**src/rtl/vend_pkg.sv**
```systemverilog
// Shared types and constants for the vending-machine transaction controller:
// FSM state encoding, product price table, coin values and a saturating add helper.
package vend_pkg;

    typedef enum logic [2:0] {
        ST_IDLE,
        ST_PAY,
        ST_VEND,
        ST_CHANGE,
        ST_REFUND
    } vend_state_t;

    localparam logic [3:0] PRICE [0:3] = '{4'd3, 4'd5, 4'd7, 4'd9};

    localparam logic [4:0] COIN1_VAL = 5'd1;
    localparam logic [4:0] COIN2_VAL = 5'd2;

    // Restock adds at most the free space left, so stock never exceeds cap.
    function automatic logic [3:0] sat_add(input logic [3:0] cur,
                                           input logic [3:0] amt,
                                           input logic [3:0] cap);
        logic [4:0] total;
        total = {1'b0, cur} + {1'b0, amt};
        return (total > {1'b0, cap}) ? cap : total[3:0];
    endfunction

endpackage

```
**src/rtl/vend_hold_timer.sv**
```systemverilog
// Loadable down-counter: load has priority, en decrements until zero, done flags zero.
// Used for the CHANGE/REFUND display hold and for the optional PAY timeout.
module vend_hold_timer #(
    parameter int W = 4
) (
    input  logic         clk,
    input  logic         rst,
    input  logic         load,
    input  logic [W-1:0] load_val,
    input  logic         en,
    output logic         done
);

    logic [W-1:0] cnt;

    always_ff @(posedge clk) begin
        if (!rst) begin
            cnt <= '0;
        end else if (load) begin
            cnt <= load_val;
        end else if (en && (cnt != '0)) begin
            cnt <= cnt - W'(1);
        end
    end

    assign done = (cnt == '0);

endmodule

```
**src/rtl/vend_txn_ctrl.sv**
```systemverilog
// Vending transaction controller: per-product stock, coin acceptance, change/refund.
// Optional VEND_TIMEOUT_EN: PAY auto-cancels after TIMEOUT_CYC cycles without a coin.
module vend_txn_ctrl
    import vend_pkg::*;
#(
    parameter int MAX_STOCK   = 15,
    parameter int HOLD_CYC    = 8,
    parameter int TIMEOUT_CYC = 1000
) (
    input  logic       clk,
    input  logic       rst,
    input  logic [1:0] prod_sel,
    input  logic       buy_req,
    input  logic       coin_1,
    input  logic       coin_2,
    input  logic       cancel,
    input  logic       restock_req,
    input  logic [3:0] restock_amt,
    output logic [3:0] quant,
    output logic [3:0] max_add,
    output logic [3:0] pay_remain,
    output logic [3:0] back,
    output logic       seg_en,
    output logic       vend_done,
    output logic       busy
);

    localparam logic [3:0] MAX_Q = 4'(MAX_STOCK);
    localparam int HOLD_W = $clog2(HOLD_CYC + 1);
    localparam logic [HOLD_W-1:0] HOLD_LOAD = HOLD_W'(HOLD_CYC - 1);

    vend_state_t state, state_n;
    logic [4:0]  paid, paid_n, sum;
    logic [1:0]  lock, lock_n, sel_n;
    logic [3:0]  stock [4];
    logic [3:0]  stock_n [4];
    logic [3:0]  back_n, quant_n;
    logic        vend_n, hold_load, hold_done, hold_en;
    logic        to_load, timeout, coin_any;

    assign coin_any = coin_1 | coin_2;
    assign sum      = paid + (coin_1 ? COIN1_VAL : 5'd0) + (coin_2 ? COIN2_VAL : 5'd0);
    assign hold_en  = (state == ST_CHANGE) || (state == ST_REFUND);

    vend_hold_timer #(.W(HOLD_W)) u_hold (
        .clk      (clk),
        .rst      (rst),
        .load     (hold_load),
        .load_val (HOLD_LOAD),
        .en       (hold_en),
        .done     (hold_done)
    );

`ifdef VEND_TIMEOUT_EN
    localparam int TO_W = $clog2(TIMEOUT_CYC + 1);
    logic to_done;

    // Reloaded on PAY entry and every coin; a coin in the expiry cycle still counts.
    vend_hold_timer #(.W(TO_W)) u_timeout (
        .clk      (clk),
        .rst      (rst),
        .load     (to_load),
        .load_val (TO_W'(TIMEOUT_CYC - 1)),
        .en       (state == ST_PAY),
        .done     (to_done)
    );

    assign timeout = (state == ST_PAY) && to_done && !coin_any;
`else
    logic unused_timeout;
    assign unused_timeout = to_load ^ (TIMEOUT_CYC != 0);
    assign timeout        = 1'b0;
`endif

    always_comb begin
        state_n   = state;
        paid_n    = paid;
        lock_n    = lock;
        back_n    = back;
        vend_n    = 1'b0;
        hold_load = 1'b0;
        to_load   = 1'b0;
        for (int i = 0; i < 4; i++) stock_n[i] = stock[i];

        case (state)
            ST_IDLE: begin
                back_n = '0;
                paid_n = '0;
                if (restock_req) begin
                    stock_n[prod_sel] = sat_add(stock[prod_sel], restock_amt, MAX_Q);
                end else if (buy_req && (stock[prod_sel] != 4'd0)) begin
                    lock_n  = prod_sel;
                    state_n = ST_PAY;
                    to_load = 1'b1;
                end
            end
            ST_PAY: begin
                paid_n  = sum;
                to_load = coin_any;
                // Cancel wins even if this cycle's coins reach the price.
                if (cancel || timeout) begin
                    state_n   = ST_REFUND;
                    back_n    = sum[3:0];
                    hold_load = 1'b1;
                end else if (sum >= {1'b0, PRICE[lock]}) begin
                    state_n = ST_VEND;
                end
            end
            ST_VEND: begin
                stock_n[lock] = stock[lock] - 4'd1;
                vend_n        = 1'b1;
                back_n        = paid[3:0] - PRICE[lock];
                state_n       = ST_CHANGE;
                hold_load     = 1'b1;
            end
            ST_CHANGE, ST_REFUND: begin
                if (hold_done) begin
                    state_n = ST_IDLE;
                    back_n  = '0;
                    paid_n  = '0;
                end
            end
            default: state_n = ST_IDLE;
        endcase

        sel_n   = (state_n == ST_IDLE) ? prod_sel : lock_n;
        quant_n = stock_n[sel_n];
    end

    always_ff @(posedge clk) begin
        if (!rst) begin
            state      <= ST_IDLE;
            paid       <= '0;
            lock       <= '0;
            for (int i = 0; i < 4; i++) stock[i] <= MAX_Q;
            quant      <= MAX_Q;
            max_add    <= '0;
            pay_remain <= '0;
            back       <= '0;
            seg_en     <= 1'b0;
            vend_done  <= 1'b0;
            busy       <= 1'b0;
        end else begin
            state      <= state_n;
            paid       <= paid_n;
            lock       <= lock_n;
            for (int i = 0; i < 4; i++) stock[i] <= stock_n[i];
            quant      <= quant_n;
            max_add    <= MAX_Q - quant_n;
            pay_remain <= (state_n == ST_PAY) ? (PRICE[lock_n] - paid_n[3:0]) : 4'd0;
            back       <= back_n;
            seg_en     <= 1'b1;
            vend_done  <= vend_n;
            busy       <= (state_n != ST_IDLE);
        end
    end

endmodule

```
**config.mk**
```make
export PLATFORM = sky130hd
export DESIGN_NAME = vend_txn_ctrl
export DESIGN_NICKNAME = d
export VERILOG_FILES = /design/src/rtl/vend_pkg.sv /design/src/rtl/vend_hold_timer.sv /design/src/rtl/vend_txn_ctrl.sv
export SDC_FILE = /design/constraint.sdc
export NUM_CORES = 1
export LEC_CHECK = 0
export ABC_AREA = 1
export CORE_MARGIN = 5
export CORE_UTILIZATION = 30
export CTS_BUF_LIST = sky130_fd_sc_hd__clkbuf_8
export DETAILED_ROUTE_END_ITERATION = 16
export GPL_TIMING_DRIVEN = 1
export HOLD_SLACK_MARGIN = 0.12
export SLEW_MARGIN = 10
export SYNTH_ARGS = -nofsm -noshare
export SYNTH_HDL_FRONTEND = slang
export SYNTH_SLANG_ARGS = --single-unit
```
**constraint.sdc**
```tcl
create_clock -name clk -period 3.8 [get_ports clk]
set_input_delay 0.57 -clock clk [delete_from_list [all_inputs] [get_ports clk]]
set_output_delay 0.57 -clock clk [all_outputs]
set_load 0.02 [all_outputs]
```
==> flow_summary.rst, run 1 <==
.. list-table::
   :header-rows: 1

   * - Metric
     - Value
   * - Commonest cells after routing, fill and taps aside
     - nand2_1 (146), inv_1 (58), nand3_1 (52)
   * - Number of primary I/O pins
     - 32
   * - Met2 GRT Util
     - 0.251
   * - Met3 layer usage reported by global route
     - 0.0233
   * - Placeable core region
     - roughly 11000 µm²
   * - Achievable Freq
     - about 300 MHz
   * - Global-route wire length before repair
     - around 18000 µm
   * - Post_cts resized
     - 0
   * - Overall Global Routing Usage
     - 0.166
   * - Post-CTS Repair Setup Buffers
     - 0
   * - # rows
     - 38
   * - Sum Neg Setup Slack
     - 0 ns
   * - Post-Place Worst Slack
     - 0.170 ns
   * - Most frequent standard cell in the layout excluding fill and tap cells
     - nand2_1
   * - Kind of launch point of the worst setup path
     - input port
   * - Final weighted congestion of routability-driven global placement
     - 0.925
   * - Final-layout fill cell count
     - ~1.2k
   * - Worst setup slack after layout
     - between 0.4 and 0.5 ns
   * - Relative slew margins
     - 0.417
   * - Final global-route overflow total
     - 0
   * - Number of flops mapped to enable cells by yosys
     - 0
   * - Count of final hold-check violations
     - 0
   * - Total Power Consumption
     - approximately 1400 µW
   * - Relative area change from synthesis to final layout
     - 17.7%
   * - Worst EP required
     - 3.99 ns
   * - Setup repair after global routing missed its margin
     - false
   * - Synth Net Count
     - roughly 550
   * - Vias per std cell
     - roughly 5
   * - Estimated wirelength of the detail-placed design
     - between 8000 and 9000 µm
   * - Flop and latch count out of synthesis
     - 49
   * - GR Layer Usage met1
     - 0.241
   * - Number of antenna violations at the first check in global routing
     - 0
   * - Residual DRC
     - 0
   * - Outcome
     - complete, no violations
   * - Number of hold-repair buffers added at the cts stage
     - 0
   * - Class of the worst hold path
     - flip-flop to flip-flop
   * - Number of buffer cells added on primary ports
     - 31
   * - Clock skew
     - between 0.015 and 0.02 ns
   * - Vertical die dimension
     - approximately 120 µm
   * - Dominant synthesized flop cell
     - dfxtp_1
   * - CTS tree
     - done
   * - Share of the clock period used by the worst path after layout
     - 0.878
   * - Initial drt markers
     - ~250
   * - Slowest library cell on the worst path
     - clkdlybuf4s50_1
   * - Clock Tree Buf Depth
     - 2
   * - Post-synthesis sequential area ratio
     - 0.289
   * - Via count of the first global-routing pass
     - 3413
   * - Synth async-reset ratio
     - 0
   * - CTS buffer count
     - 5
   * - Share of layout cells above drive strength 1
     - 0.0960
   * - Total length of routed wires
     - 10500 µm
   * - Number of max-capacitance violations reported
     - 0
   * - Arrival time at the worst endpoint
     - 3.53 ns
   * - Post-layout util
     - 0.364
   * - Detailed-route wire length per cell
     - 15.2 µm
   * - Average cell area after synthesis
     - approximately 6.6 µm²
   * - Final critical delay including setup and external delays
     - around 3.3 ns
   * - CP dominant cell by count
     - nand2_1
   * - Cells after synthesis
     - 513
   * - X dimension of the die
     - around 120 µm
   * - Post-DRT Antenna Nets
     - 0
   * - Yosys warning total
     - 0
   * - Number of antenna diodes
     - 0
   * - Final number of setup-violating endpoints
     - 0
   * - H-tree lvl count
     - 2
   * - Starting density of the core
     - 0.310
   * - Slew of the pin with the lowest slew margin
     - between 0.8 and 0.9 ns
   * - Category of the most critical setup path
     - input port to flip-flop
   * - CTS clock-pin slew for the worst setup and hold paths
     - ~0.09 ns
   * - Maximum number of pins on one net before global-route repair
     - 20
   * - Clk_lat worst skew
     - approximately 0.31 ns
   * - Layout net count
     - roughly 600
   * - Maximum resistive drop on vdd
     - between 0.00015 and 0.0002 V
   * - Element type at the critical path end
     - flip-flop
   * - Reg2reg path depth
     - 16
   * - Worst stage delay on the critical path
     - 0.41 ns
   * - Leakage
     - between 0.0015 and 0.002 µW
   * - Number of pins with negative max-slew slack in the final report
     - 0
   * - Root Buffer
     - clkbuf_8
   * - Detailed Routing Iterations Pass 1
     - 4
   * - Number of vias in the routed layout
     - 3430
   * - Power per unit of standard cell area
     - about 360 nW/µm²
   * - Post-synth cell types
     - 37
   * - Peak fanout along the critical path
     - 6
   * - Number of stages on the worst hold path
     - 2
   * - Area enclosed by the die boundary
     - 13600 µm²
   * - CP Cell Sequence
     - clkdlybuf4s50_1 -> ha_1 -> fa_1 -> nand2_1 -> inv_1 -> nor2_1 -> ha_1 -> a21boi_0 -> o21ai_0 -> nand2_1 -> nand2_1 -> nand3_2 -> nor2_8 -> nand2_1 -> nand2_2 -> nand2_1 -> nand3_1 -> nand3_1
   * - Mapped Area
     - approximately 3400 µm²
   * - CTS Sinks
     - 49
   * - Routing layer with the top usage in global route
     - met2
==> stage by stage <==
| step | cell area, µm² | instances | hold WS, ns |
|---|---|---|---|
| CTS | 4000 | 692 | 0.484 |
| floorplan | 3400 | 513 | 0.450 |
| global route | 4000 | 692 | 0.497 |
| global placement | 3920 | 684 | 0.466 |
| detailed placement | 3920 | 684 | 0.470 |
| finish | 4000 | 692 | 0.484 |
==> routing by layer <==
layer	wire (µm)	vias up	share of wire
met5	0	-	0
met4	265	0	0.025
met3	732	17	0.069
met2	4470	119	0.42
met1	5080	1540	0.48
li1	-	1754	-
==> critical path, delay by kind of cell <==
kind / cells / cell delay (ns)
AO/OA/AOI/OAI: 2 / 0.33
buffers and inverters: 2 / 0.46
adder cells (fa/ha/maj): 3 / 0.87
AND/OR/NAND/NOR: 11 / 1.29
==> where the power goes <==
part	switching, µW	internal, µW
logic	337	195
registers	31.2	557
clock network	194	129
==> cell families (layout without fill, tap and decap cells) <==
logic type,after synthesis,in the layout,share of synthesized area
buffers and inverters,76,115,0.0880
adders and majority gates,23,23,0.0935
xor gates and xnor gates,7,7,0.0180
AOI/OAI and AO/OA,93,93,0.159
and+or+nand+nor,265,265,0.353
DFF,49,49,0.289
==> flip-flops by register name, indices dropped and copies added (netlist names) <==
register    cells
seg_en          1
pay_remain      4
stock          16
back            4
max_add         4
quant           4
u_hold.cnt      4
busy            1
vend_done       1
state           3
lock            2
paid            5
==> layout make-up <==
type,count,area [µm²],share of cell area
repair buffers,43,400,0.100
clock buffers,5,68.8,0.0172
well taps,140,175,0.0438
inverters,64,240,0.0600
multi-input cells,388,2120,0.530
clock inverters,3,17.5,0.00438
flip-flops and latches,49,981,0.245
==> path summary, 6_finish.rpt <==
check                 from            end  slack, ns
min          u_hold.cnt[3]  u_hold.cnt[3]       0.48
max reg2reg        lock[1]       quant[3]       0.82
max                 coin_1       quant[3]       0.46
min reg2reg  u_hold.cnt[3]  u_hold.cnt[3]       0.48
==> cell usage after synthesis, types with 2 or more instances <==
| master | count | area [µm²] |
|---|---|---|
| nand2_1 | 146 | 548 |
| inv_1 | 57 | 214 |
| nand3_1 | 52 | 260 |
| dfxtp_1 | 49 | 981 |
| nor2_1 | 36 | 135 |
| o21ai_0 | 35 | 175 |
| a21oi_1 | 29 | 145 |
| ha_1 | 19 | 238 |
| a31oi_1 | 8 | 50.1 |
| clkbuf_1 | 8 | 30.0 |
| inv_2 | 7 | 26.3 |
| nand2_2 | 7 | 43.8 |
| nand2_4 | 5 | 56.3 |
| o21ai_1 | 5 | 25.0 |
| fa_1 | 4 | 80.1 |
| nand4_1 | 4 | 25.0 |
| nor3_1 | 4 | 20.0 |
| o211ai_1 | 4 | 30.0 |
| xor2_1 | 4 | 35.0 |
| nand3_2 | 3 | 30.0 |
| nor2_2 | 3 | 18.8 |
| o311ai_0 | 3 | 26.3 |
| xnor2_1 | 3 | 26.3 |
| buf_2 | 2 | 10.0 |
| o21ai_2 | 2 | 17.5 |
| o221ai_1 | 2 | 17.5 |
| or2_2 | 2 | 12.5 |
No activity file was read; power rests on OpenSTA's default activity.
==> run 2: changes to the inputs <==
--- a/config.mk
+++ b/config.mk
@@ -6,12 +6,14 @@
 export NUM_CORES = 1
 export LEC_CHECK = 0
 export ABC_AREA = 1
+export CORE_ASPECT_RATIO = 1.4
 export CORE_MARGIN = 5
 export CORE_UTILIZATION = 30
 export CTS_BUF_LIST = sky130_fd_sc_hd__clkbuf_8
 export DETAILED_ROUTE_END_ITERATION = 16
 export GPL_TIMING_DRIVEN = 1
 export HOLD_SLACK_MARGIN = 0.12
+export MAX_ROUTING_LAYER = met4
 export SLEW_MARGIN = 10
 export SYNTH_ARGS = -nofsm -noshare
 export SYNTH_HDL_FRONTEND = slang
==> run 2 against run 1 <==
  * Via count rose by 3.8%
  * Clock skew fell by 0.0086 ns
  * Largest cell class unchanged
  * Design area rose by 0.53%
==> flow_summary.rst, run 2 (synthesized netlist as in run 1, its figures left out) <==
.. list-table::
   :header-rows: 1

   * - Metric
     - Value
   * - Outcome
     - complete, no violations
   * - CTS buffer count
     - 5 (unchanged)
   * - Element type at the critical path end
     - flip-flop
   * - Overall Global Routing Usage
     - 0.177 (+0.0115)
   * - Clock skew
     - 0.00698 ns (-0.00859 ns)
   * - # rows
     - 46 (+21%)
   * - Largest register by flop count
     - stock
   * - Number of hold-repair buffers added at the cts stage
     - 0 (unchanged)
   * - Global-route wire length before repair
     - 18100 µm (+2.9%)
   * - Via count of the first global-routing pass
     - 3494 (+2.4%)
   * - Slew of the pin with the lowest slew margin
     - 0.875 ns (+0.0118 ns)
   * - Clock Tree Buf Depth
     - 2 (unchanged)
   * - Switching power
     - 547 µW (-2.8%)
   * - Total length of routed wires
     - 11300 µm (+7.5%)
   * - Relative area change from synthesis to final layout
     - 18.4%
   * - Root Buffer
     - clkbuf_8
   * - Sequential cell area
     - 981 µm² (unchanged)
   * - Share of layout cells above drive strength 1
     - 0.0973 (+0.00128)
   * - Multi-input logic area
     - 2120 µm² (unchanged)
   * - Achievable Freq
     - 301 MHz (+0.36%)
   * - Internal power
     - 877 µW (-0.44%)
   * - Final critical delay including setup and external delays
     - 3.32 ns (-0.0121 ns)
   * - Starting density of the core
     - 0.303 (-0.00663)
   * - Number of vias in the routed layout
     - 3559 (+3.8%)
   * - Clk_lat worst skew
     - 0.30 ns (about the same)
   * - Maximum resistive drop on vdd
     - 0.000141 V (-23%)
   * - Detailed Routing Iterations Pass 1
     - 5 (+1)
   * - X dimension of the die
     - 100 µm (-14%)
   * - Power per unit of standard cell area
     - 354 nW/µm² (-1.9%)
   * - Post_cts resized
     - 0 (unchanged)
   * - Kind of launch point of the worst setup path
     - input port
   * - Class of the worst hold path
     - flip-flop to flip-flop
   * - Estimated wirelength of the detail-placed design
     - 9050 µm (+9.0%)
   * - Category of the most critical setup path
     - input port to flip-flop
   * - Number of max-capacitance violations reported
     - 0 (unchanged)
   * - Arrival time at the worst endpoint
     - 3.51 ns (-0.02 ns)
   * - Number of buffer cells added on primary ports
     - 31 (unchanged)
   * - Final-layout fill cell count
     - 1248 (+6.4%)
   * - Relative slew margins
     - 0.409 (-0.00794)
   * - Cell Area, Placed
     - 3940 µm² (+0.70%)
   * - Switching fraction of total power
     - 0.384 (-0.00568)
   * - Post-CTS Repair Setup Buffers
     - 0 (unchanged)
   * - CTS Sinks
     - 49 (unchanged)
   * - H-tree lvl count
     - 2 (unchanged)
   * - Number of flip-flops under the largest register name
     - 16 (unchanged)
   * - Post-route cell area
     - 4020 µm² (+0.53%)
   * - Share of the clock period used by the worst path after layout
     - 0.875 (-0.00318)
   * - Initial drt markers
     - 290 (+16%)
   * - CTS clock-pin slew for the worst setup and hold paths
     - 0.08 ns (about the same)
   * - Final global-route overflow total
     - 0 (unchanged)
   * - Placeable core region
     - 11200 µm² (+2.2%)
   * - Residual DRC
     - 0 (unchanged)
   * - Number of pins with negative max-slew slack in the final report
     - 0 (unchanged)
   * - Count of final hold-check violations
     - 0 (unchanged)
   * - Peak fanout along the critical path
     - 6 (unchanged)
   * - Largest registers ranked by flip-flop count
     - stock (16), paid (5)
   * - Maximum number of pins on one net before global-route repair
     - 20 (unchanged)
   * - Area enclosed by the die boundary
     - 13600 µm² (+0.22%)
   * - Leakage
     - 0.00192 µW (+0.91%)
   * - Post-DRT Antenna Nets
     - 0 (unchanged)
   * - Worst EP required
     - 3.99 ns (about the same)
   * - Commonest cells after routing, fill and taps aside
     - nand2_1 (146), inv_1 (60), nand3_1 (52)
   * - Number of primary I/O pins
     - 32 (unchanged)
   * - Final weighted congestion of routability-driven global placement
     - 0.895 (-3.3%)
   * - Part of the power in the clock network
     - 0.204 (-0.020)
   * - Final number of setup-violating endpoints
     - 0 (unchanged)
   * - Vertical die dimension
     - 136 µm (+17%)
   * - Detailed-route wire length per cell
     - 16.2 µm (+6.4%)
   * - Most frequent standard cell in the layout excluding fill and tap cells
     - nand2_1
   * - Sum Neg Setup Slack
     - 0 ns (unchanged)
   * - Number of antenna diodes
     - 0 (unchanged)
   * - Relative contribution of sequential cells to total power
     - 0.412 (+0.005)
   * - CTS tree
     - done
   * - Setup repair after global routing missed its margin
     - false
   * - Number of antenna violations at the first check in global routing
     - 0 (unchanged)
   * - Fraction of power consumed by combinational cells
     - 0.384 (+0.016)
   * - Vias per std cell
     - 5.09 (+2.7%)
   * - Layout net count
     - 590 (+0.51%)
run 2: changes by cell type in the layout (fill, tap and decap cells not counted):
cell and delta:
buf_4 +3, inv_1 +2, inv_6 -1, clkinv_2 -1
run 2: power by group through the flow:
stage | combinational [µW] | sequential (µW) | clock, µW
global placement | 537 | 598 | 0
finish | 547 | 586 | 291
floorplan | 322 | 619 | 0
global route | 605 | 591 | 325
detailed placement | 544 | 599 | 0
CTS | 547 | 587 | 307
run 2: critical path, stage by stage:
cell and delay [ns]:
clkdlybuf4s50_1 0.41, ha_1 0.22, fa_1 0.41, nand2_1 0.08
inv_1 0.05, nor2_1 0.13, ha_1 0.25, a21boi_0 0.12
o21ai_0 0.21, nand2_1 0.07, nand2_1 0.10, nand3_2 0.23
nor2_8 0.24, nand2_2 0.09, nand2_2 0.11, nand2_1 0.06
nand3_1 0.09, nand2_1 0.08
run 2: metal layers:
| metal | global-route usage | up-vias | wire (µm) |
|---|---|---|---|
| li1 | - | 1764 | - |
| met1 | 0.190 | 1638 | 4490 |
| met2 | 0.306 | 115 | 5620 |
| met3 | 0.0231 | 42 | 469 |
| met4 | 0.111 | 0 | 753 |
| met5 | - | - | 0 |
run 2: metrics by stage:
step	hold slack, ns	power [µW]	util	setup WS [ns]	std cells
3_5_place_dp	0.479	1140	0.351	0.161	691
4_1_cts	0.492	1440	0.359	0.479	699
6_report	0.489	1420	0.359	0.476	699
3_3_place_gp	0.471	1140	0.351	0.213	691
5_1_grt	0.516	1520	0.359	0.162	699
2_1_floorplan	0.450	940	-	0.833	513
run 2: cell type report:
cell class,instances,area share
well taps,144,0.0448
flip-flops and latches,49,0.244
repair buffers,46,0.105
inverters,64,0.0597
multi-input cells,388,0.527
clock buffers,5,0.0171
clock inverters,3,0.00280
run 2: worst paths after layout:
kind / startpoint / to / slack (ns) / cells after the start
worst max-delay path: coin_1 / quant[0] / 0.48 / 18
worst min-delay path: u_hold.cnt[3] / u_hold.cnt[3] / 0.49 / 2
worst max register to register: paid[0] / quant[0] / 0.85 / 17
worst min register to register: u_hold.cnt[3] / u_hold.cnt[3] / 0.49 / 2
